**config.mk**
```make
export PLATFORM = sky130hd
export DESIGN_NAME = mac_pipe_param_flat
export DESIGN_NICKNAME = d
export VERILOG_FILES = /design/src/rtl/mac_pipe_param_if.sv /design/src/rtl/mac_pipe_param.sv /design/src/flat_wrapper.sv
export SDC_FILE = /design/constraint.sdc
export NUM_CORES = 1
export LEC_CHECK = 0
export BUFFER_PORTS_ARGS = -buffer_cell sky130_fd_sc_hd__buf_2
export CAP_MARGIN = 20
export CORE_MARGIN = 2
export CORE_UTILIZATION = 65
export CTS_CLUSTER_SIZE = 20
export DETAILED_ROUTE_END_ITERATION = 7
export GPL_ROUTABILITY_DRIVEN = 0
export PLACE_DENSITY = 0.95
export SYNTH_ARGS = -nofsm -noshare
export SYNTH_HDL_FRONTEND = slang
export SYNTH_SLANG_ARGS = --single-unit
```
**constraint.sdc**
```tcl
create_clock -name clk -period 9.55 [get_ports clk]
set_input_delay 0.955 -clock clk [delete_from_list [all_inputs] [get_ports clk]]
set_output_delay 0.955 -clock clk [all_outputs]
set_load 0.05 [all_outputs]
```
**src/rtl/mac_pipe_param_if.sv**
```systemverilog
// Sample/result bus for mac_pipe_param: a ready/valid input side carrying operands and
// per-sample control, and a ready/valid output side carrying the result and the overflow flag.
interface mac_pipe_param_if #(
   parameter int unsigned WIDTH     = 8,
   parameter int unsigned OUT_WIDTH = 20
);
   logic                 in_valid;
   logic                 in_ready;
   logic [WIDTH-1:0]     A;
   logic [WIDTH-1:0]     B;
   logic [WIDTH-1:0]     C;
   logic                 mode;
   logic                 acc_clr;
   logic                 out_valid;
   logic                 out_ready;
   logic [OUT_WIDTH-1:0] DATA_OUT;
   logic                 ovf;

   // Producer/consumer side that feeds samples and takes results
   modport master (
      output in_valid, A, B, C, mode, acc_clr, out_ready,
      input  in_ready, out_valid, DATA_OUT, ovf
   );

   // MAC side
   modport slave (
      input  in_valid, A, B, C, mode, acc_clr, out_ready,
      output in_ready, out_valid, DATA_OUT, ovf
   );
endinterface

```
**src/rtl/mac_pipe_param.sv**
```systemverilog
// Three-stage multiply-accumulate pipeline with a single global enable driven by output
// backpressure. Mode 0 yields A*B+C; mode 1 accumulates A*B with a sticky overflow flag.
// Build option: define MAC_SAT_EN to clamp the accumulator at its maximum on overflow
// instead of wrapping. OUT_WIDTH must be at least 2*WIDTH+1.
module mac_pipe_param #(
   parameter int unsigned WIDTH     = 8,
   parameter int unsigned OUT_WIDTH = 20
) (
   input logic             clk,
   input logic             rst,
   mac_pipe_param_if.slave bus
);
   localparam int unsigned PW = 2 * WIDTH;

   logic                 en;

   logic                 s1_valid;
   logic [WIDTH-1:0]     s1_a;
   logic [WIDTH-1:0]     s1_b;
   logic [WIDTH-1:0]     s1_c;
   logic                 s1_mode;
   logic                 s1_clr;

   logic                 s2_valid;
   logic [PW-1:0]        s2_prod;
   logic [WIDTH-1:0]     s2_c;
   logic                 s2_mode;
   logic                 s2_clr;

   logic                 out_valid;
   logic [OUT_WIDTH-1:0] data_out;
   logic [OUT_WIDTH-1:0] acc;
   logic                 ovf;

   logic [OUT_WIDTH-1:0] prod_ext;
   logic [OUT_WIDTH-1:0] c_ext;
   logic [OUT_WIDTH:0]   acc_sum;
   logic                 acc_carry;
   logic [OUT_WIDTH-1:0] acc_next;
   logic [OUT_WIDTH-1:0] data_next;
   logic                 ovf_next;

   // Whole pipe advances together whenever the output slot is free or being drained
   assign en           = !out_valid || bus.out_ready;
   assign bus.in_ready = en;

   assign bus.out_valid = out_valid;
   assign bus.DATA_OUT  = data_out;
   assign bus.ovf       = ovf;

   // S1: capture operands and per-sample control
   always_ff @(posedge clk or posedge rst) begin
      if (rst) begin
         s1_valid <= 1'b0;
         s1_a     <= '0;
         s1_b     <= '0;
         s1_c     <= '0;
         s1_mode  <= 1'b0;
         s1_clr   <= 1'b0;
      end else if (en) begin
         s1_valid <= bus.in_valid;
         if (bus.in_valid) begin
            s1_a    <= bus.A;
            s1_b    <= bus.B;
            s1_c    <= bus.C;
            s1_mode <= bus.mode;
            s1_clr  <= bus.acc_clr;
         end
      end
   end

   // S2: full-width product, delay the remaining fields alongside it
   always_ff @(posedge clk or posedge rst) begin
      if (rst) begin
         s2_valid <= 1'b0;
         s2_prod  <= '0;
         s2_c     <= '0;
         s2_mode  <= 1'b0;
         s2_clr   <= 1'b0;
      end else if (en) begin
         s2_valid <= s1_valid;
         if (s1_valid) begin
            s2_prod <= PW'(s1_a) * PW'(s1_b);
            s2_c    <= s1_c;
            s2_mode <= s1_mode;
            s2_clr  <= s1_clr;
         end
      end
   end

   // S3 next state: mode-0 sum, accumulator restart, or accumulate with carry-out detect
   always_comb begin
      prod_ext  = OUT_WIDTH'(s2_prod);
      c_ext     = OUT_WIDTH'(s2_c);
      acc_sum   = {1'b0, acc} + {1'b0, prod_ext};
      acc_carry = acc_sum[OUT_WIDTH];
      acc_next  = acc;
      ovf_next  = ovf;
      data_next = data_out;
      if (!s2_mode) begin
         // Cannot overflow since OUT_WIDTH >= 2*WIDTH+1; accumulator untouched
         data_next = prod_ext + c_ext;
      end else if (s2_clr) begin
         acc_next  = prod_ext;
         ovf_next  = 1'b0;
         data_next = prod_ext;
      end else begin
         ovf_next = ovf | acc_carry;
`ifdef MAC_SAT_EN
         // Once at the ceiling any nonzero product carries again, so the clamp persists
         acc_next = acc_carry ? {OUT_WIDTH{1'b1}} : acc_sum[OUT_WIDTH-1:0];
`else
         acc_next = acc_sum[OUT_WIDTH-1:0];
`endif
         data_next = acc_next;
      end
   end

   // S3: result register, accumulator and sticky overflow; bubbles leave them alone
   always_ff @(posedge clk or posedge rst) begin
      if (rst) begin
         out_valid <= 1'b0;
         data_out  <= '0;
         acc       <= '0;
         ovf       <= 1'b0;
      end else if (en) begin
         out_valid <= s2_valid;
         if (s2_valid) begin
            data_out <= data_next;
            acc      <= acc_next;
            ovf      <= ovf_next;
         end
      end
   end
endmodule

```
**src/flat_wrapper.sv**
```systemverilog
// flat-port wrapper written by rule: the top's interface ports become plain ports
module mac_pipe_param_flat 
#(
   parameter int unsigned WIDTH     = 8,
   parameter int unsigned OUT_WIDTH = 20
)
  (clk, rst, bus_in_valid, bus_A, bus_B, bus_C, bus_mode, bus_acc_clr, bus_out_ready, bus_in_ready, bus_out_valid, bus_DATA_OUT, bus_ovf);
  mac_pipe_param_if #(.WIDTH(WIDTH), .OUT_WIDTH(OUT_WIDTH)) bus_i ();
  input logic clk;
  input logic rst;
  input wire logic [$bits(bus_i.in_valid)-1:0] bus_in_valid;
  input wire logic [$bits(bus_i.A)-1:0] bus_A;
  input wire logic [$bits(bus_i.B)-1:0] bus_B;
  input wire logic [$bits(bus_i.C)-1:0] bus_C;
  input wire logic [$bits(bus_i.mode)-1:0] bus_mode;
  input wire logic [$bits(bus_i.acc_clr)-1:0] bus_acc_clr;
  input wire logic [$bits(bus_i.out_ready)-1:0] bus_out_ready;
  output wire logic [$bits(bus_i.in_ready)-1:0] bus_in_ready;
  output wire logic [$bits(bus_i.out_valid)-1:0] bus_out_valid;
  output wire logic [$bits(bus_i.DATA_OUT)-1:0] bus_DATA_OUT;
  output wire logic [$bits(bus_i.ovf)-1:0] bus_ovf;
  assign bus_i.in_valid = bus_in_valid;
  assign bus_i.A = bus_A;
  assign bus_i.B = bus_B;
  assign bus_i.C = bus_C;
  assign bus_i.mode = bus_mode;
  assign bus_i.acc_clr = bus_acc_clr;
  assign bus_i.out_ready = bus_out_ready;
  assign bus_in_ready = bus_i.in_ready;
  assign bus_out_valid = bus_i.out_valid;
  assign bus_DATA_OUT = bus_i.DATA_OUT;
  assign bus_ovf = bus_i.ovf;
  mac_pipe_param #(.WIDTH(WIDTH), .OUT_WIDTH(OUT_WIDTH)) u_core (.clk(clk), .rst(rst), .bus(bus_i));
endmodule
```
# ---- After elaboration in Yosys (flattened, before gate mapping)
# Cells that the tools add are included.
dict set report word_totals {
  wordCells 28
  out_inout_bits 23
  regBits 96
  inputBits 30
}
dict set report op_classes {
  bitwise_logic 1
  n_mux 3
  mul 1
  reduce_logical 6
  n_addsub 2
}
# operator n
set op_table {}
lappend op_table {{$mux 20} 2}
lappend op_table {{$add 20x16->21} 1}
lappend op_table {{$add 16x8->17} 1}
lappend op_table {{$mul 8x8->16} 1}
lappend op_table {{$reduce_and 2->1} 3}
lappend op_table {{$reduce_and 3->1} 1}
lappend op_table {{$logic_not 1->1} 1}
lappend op_table {{$logic_or 1x1->1} 1}
lappend op_table {{$mux 1} 1}
lappend op_table {{$or 1x1->1} 1}

# ---- Depth between registers and ports, before layout
dict set report logic_depth {
  depth_word 3
  mapped_depth 17
  mapped_depth_nobuf 17
}

# ---- Least setup slack after synthesis
# No wires, ideal clock.
dict set report synth_timing {
  kind {reg-to-reg}
  startpoint {register u_core.s1_b[4]}
  endpoint {register u_core.s2_prod[15]}
  required_ps 9473
  setup_time_ps 77
  period_less_slack_ps 4330
  n_path_buf 0
  path_stages_with_launch 16
  setup_slack_ps 5220
  arrival_time_ps 4253
  cell_sequence {dfrtp_1 and2_1 fa_1 fa_1 inv_1 fa_1 fa_1 inv_1 ha_1 o21a_1 o31a_1 o211ai_1 a21oi_1 o31a_1 or3_1 a21oi_1}
}
dict set report synth_via {
  elab_chain_len 1
}
# element line_no
set synth_rtl {}
lappend synth_rtl {{start, declared} mac_pipe_param.sv:19} ;# logic [WIDTH-1:0] s1_b;
lappend synth_rtl {{start signal, assigned} mac_pipe_param.sv:64} ;# s1_b <= bus.B;
lappend synth_rtl {{$mul 8x8->16} mac_pipe_param.sv:83} ;# s2_prod <= PW'(s1_a) * PW'(s1_b);
lappend synth_rtl {{end signal, assigned} mac_pipe_param.sv:83}
lappend synth_rtl {{end, declared} mac_pipe_param.sv:25} ;# logic [PW-1:0] s2_prod;
# Every way passes these cells.
# A chain may end at the register's enable or synchronous reset.

# ---- Final worst setup path
dict set report layout_timing {
  startpoint {register u_core.s1_a[0]}
  endpoint {register u_core.s2_prod[15]}
}
dict set report layout_via {
  elab_chain_len 1
}
# element line_no
set layout_rtl {}
lappend layout_rtl {{start, declared} mac_pipe_param.sv:18} ;# logic [WIDTH-1:0] s1_a;
lappend layout_rtl {{start signal, assigned} mac_pipe_param.sv:63} ;# s1_a <= bus.A;
lappend layout_rtl {{$mul 8x8->16} mac_pipe_param.sv:83}
# Every way passes these cells.

==> qor.csv <==
stage,metric,value,unit
yosys,Post-synth ARST share,1.00,
sta,count of final hold-check violations,0,
layout,ant diodes,0,
floorplanning,die height,109,microns
yosys,post-synthesis sequential area ratio,0.334,
sta,Worst Skew,0.0131,ns
yosys,number of flops mapped to enable cells by yosys,0,
yosys,Synth top cells by count,"dfrtp_1 (96), nand2_1 (69), inv_1 (63), ha_1 (60), o21ai_0 (53)",
setup_path,worst endpoint data arrival time,5.00,ns
yosys,Post-Synth XOR/XNOR Area,0.0426,
floorplanning,row count,38,
setup_path,Crit. End Element,register,
outcome,outcome,"complete, no violations",
job,Max-cap violations,0,
setup_path,crit-path max FO,9,
yosys,most frequent cell after synthesis,dfrtp_1,
drt,DRT iter0 DRCs,451,
worst_hold_path,Min-Delay Path Class,in2async,
yosys,syn nets,856,
clocking,CTS tree,built,
sta,hold slack,0.479,ns
drt,drt wl/cell,17.7,microns
global_routing,vias in the first global route,5729,
drt,DRC viols,0,
drt,Vias/cell,6.16,
sta,fmax,214,MHz
sta,Final Setup Violations,0,
yosys,mux contribution to synthesized area,0.0744,
clocking,"Clk Latency, worst-skew pair",0.39,ns
yosys,Mapped Area,7190,sq um
yosys,simple-gate share of the synthesized area,0.136,
sta,Tmin final,4.68,ns
global_routing,met3 Track Usage GR,0.0741,
sta,relative slew slack,0.363,
drt,ANT nets after route,0,
clocking,clock buffer depth,2,
floorplanning,core area,10800,sq um
global_routing,initial antenna violation count,0,
yosys,synthesized flop and latch total,96,
sta,Setup TNS,0,ns
floorplanning,DIE AREA,11900,sq um
global_routing,global-route wire length before repair,26600,microns
place,HPWL after DPL,12000,microns
floorplanning,Starting Density,0.664,
global_routing,GRT overflow,0,
layout,area grow syn2layout,8.57,%
yosys,largest family of logic cells by synthesized area,adder cells,
clocking,clk slew on worst S/H paths,0.10,ns
setup_path,"Req. time, crit path",9.87,ns
yosys,cell taking the most area after synthesis,dfrtp_1,
drt,WL final,16200,microns
drt,routed via count,5640,
yosys,ys flop type,dfrtp_1,
layout,post-route cell area,7810,sq um
global_routing,gr usage total,0.290,
yosys,post-synth cell types,58,
layout,layout cell share with drive strength beyond 1,0.160,
clocking,CTS sink count,96,
clocking,"Hold-fix buffers, CTS",0,
global_routing,GRT met2 Usage,0.500,
yosys,Post-Synthesis Cells,728,
global_routing,M1 GR Usage,0.352,
yosys,Synth Warn #,0,
yosys,compound-cell area share of the yosys netlist,0.158,
clocking,htree depth,3,
sta,max-slew violations,0,
yosys,Synth Area in Adders,0.210,
place,Placed Area,7560,sq um
global_routing,largest net degree at the start of global routing,80,
clocking,clock root buffer,clkbuf_8,
clocking,post-CTS setup buffer count,0,
drt,drt pass-1 iters,5,
global_routing,GRT busiest layer,met2,
setup_path,CP Launch Type,register,
setup_path,kind of critical path,reg2reg,
yosys,Post-Syn Area per Cell,9.88,sq um
yosys,post-synth top area share,0.334,
floorplanning,die width,109,microns
floorplanning,num ports,53,
clocking,Post-CTS Resized,0,
clocking,total CTS buffers,9,
yosys,main area contributors after synthesis,"dfrtp_1 (33%), fa_1 (11%), ha_1 (10%), mux2_2 (6.9%), and2_1 (4.3%)",
sta,Worst-Margin Slew,0.955,ns
layout,Nets,900,
sta,period utilization,0.490,
place,IO Port Bufs,52,
sta,unrepaired setup endpoints after global routing,no,
-- per-stage QoR --
step,setup WS [ns],cells,utilization
after floorplan,5.22,728,-
after global routing,4.69,916,0.721
final,4.87,916,0.721
after CTS,4.90,914,0.715
after detailed placement,4.89,899,0.698
after global placement,5.06,899,0.698
-- cells by family (layout without fill, tap and decap cells) --
family	count (synthesis)	after routing
XOR/XNOR	35	35
multiplexers	48	48
buffers and inverters	87	135
AO/OA/AOI/OAI	168	168
AND/OR/NAND/NOR	196	196
flip-flops	96	96
adder cells (fa/ha/maj)	98	98
-- critical path, stage by stage (launching register included) --
cell	delay (ns)
dfrtp_1	0.50
nand2_1	0.13
fa_1	0.52
fa_1	0.54
inv_1	0.05
fa_1	0.52
inv_1	0.05
fa_1	0.53
inv_1	0.04
ha_1	0.33
o21a_1	0.13
o31a_1	0.13
o211ai_1	0.22
a21oi_1	0.14
o31a_1	0.33
or3_1	0.31
a21oi_1	0.14
-- per-layer routing --
layer | wire [microns] | up-vias | share of wire
li1 | - | 2621 | -
met1 | 6530 | 2766 | 0.40
met2 | 8150 | 213 | 0.50
met3 | 1090 | 40 | 0.067
met4 | 409 | 0 | 0.025
met5 | 0 | - | 0
-- worst paths after layout --
check | from | cells past startpoint | endpoint | slack, ns
max | u_core.s1_a[0] | 16 | u_core.s2_prod[15] | 4.87
min | rst | 2 | u_core.s1_b[5] | 0.48
max reg2reg | u_core.s1_a[0] | 16 | u_core.s2_prod[15] | 4.87
min reg2reg | u_core.bus.DATA_OUT[19] | 2 | u_core.bus.DATA_OUT[19] | 0.48
max in group asynchronous | rst | 4 | u_core.acc[13] | 8.25
min in group clk | u_core.bus.DATA_OUT[19] | 2 | u_core.bus.DATA_OUT[19] | 0.48
-- cells in the final DEF (no fill, tap or decap), drive strengths merged, types with 7 or more instances in the layout --
| cell | synthesis | routed |
|---|---|---|
| clkbuf | 22 | 10 |
| a21o | 16 | 16 |
| and2 | 50 | 50 |
| nor3 | 7 | 7 |
| o21ai | 54 | 54 |
| a211oi | 9 | 9 |
| xnor2 | 16 | 16 |
| nor2 | 25 | 25 |
| buf | 2 | 57 |
| nand3 | 13 | 13 |
| o21a | 7 | 7 |
| and3 | 7 | 7 |
| dfrtp | 96 | 96 |
| inv | 63 | 63 |
| a21oi | 34 | 34 |
| nand2b | 10 | 10 |
| ha | 60 | 60 |
| nand2 | 69 | 69 |
| xor2 | 19 | 19 |
| mux2 | 44 | 44 |
| fa | 38 | 38 |
-- flip-flops by register name (all words and copies together) (netlist names) --
name and count:
u_core.s2_c 8, u_core.s1_valid 1, u_core.s2_mode 1, u_core.bus.ovf 1
u_core.bus.out_valid 1, u_core.bus.DATA_OUT 20, u_core.s2_clr 1, u_core.s1_c 8
u_core.s1_b 8, u_core.s1_mode 1, u_core.s1_a 8, u_core.s1_clr 1
u_core.acc 20, u_core.s2_prod 16, u_core.s2_valid 1
-- final cells by class --
cell class | instances | area, sq um
clock buffer | 10 | 138
inverter | 63 | 238
timing repair buffer | 57 | 338
multi-input combinational | 545 | 4460
sequential | 96 | 2400
clock inverter | 5 | 56.3
fill | 750 | 3030
tap | 140 | 175
Power is not shown: default switching activity piles up to over one toggle a cycle in this logic, so the estimate is an artifact.
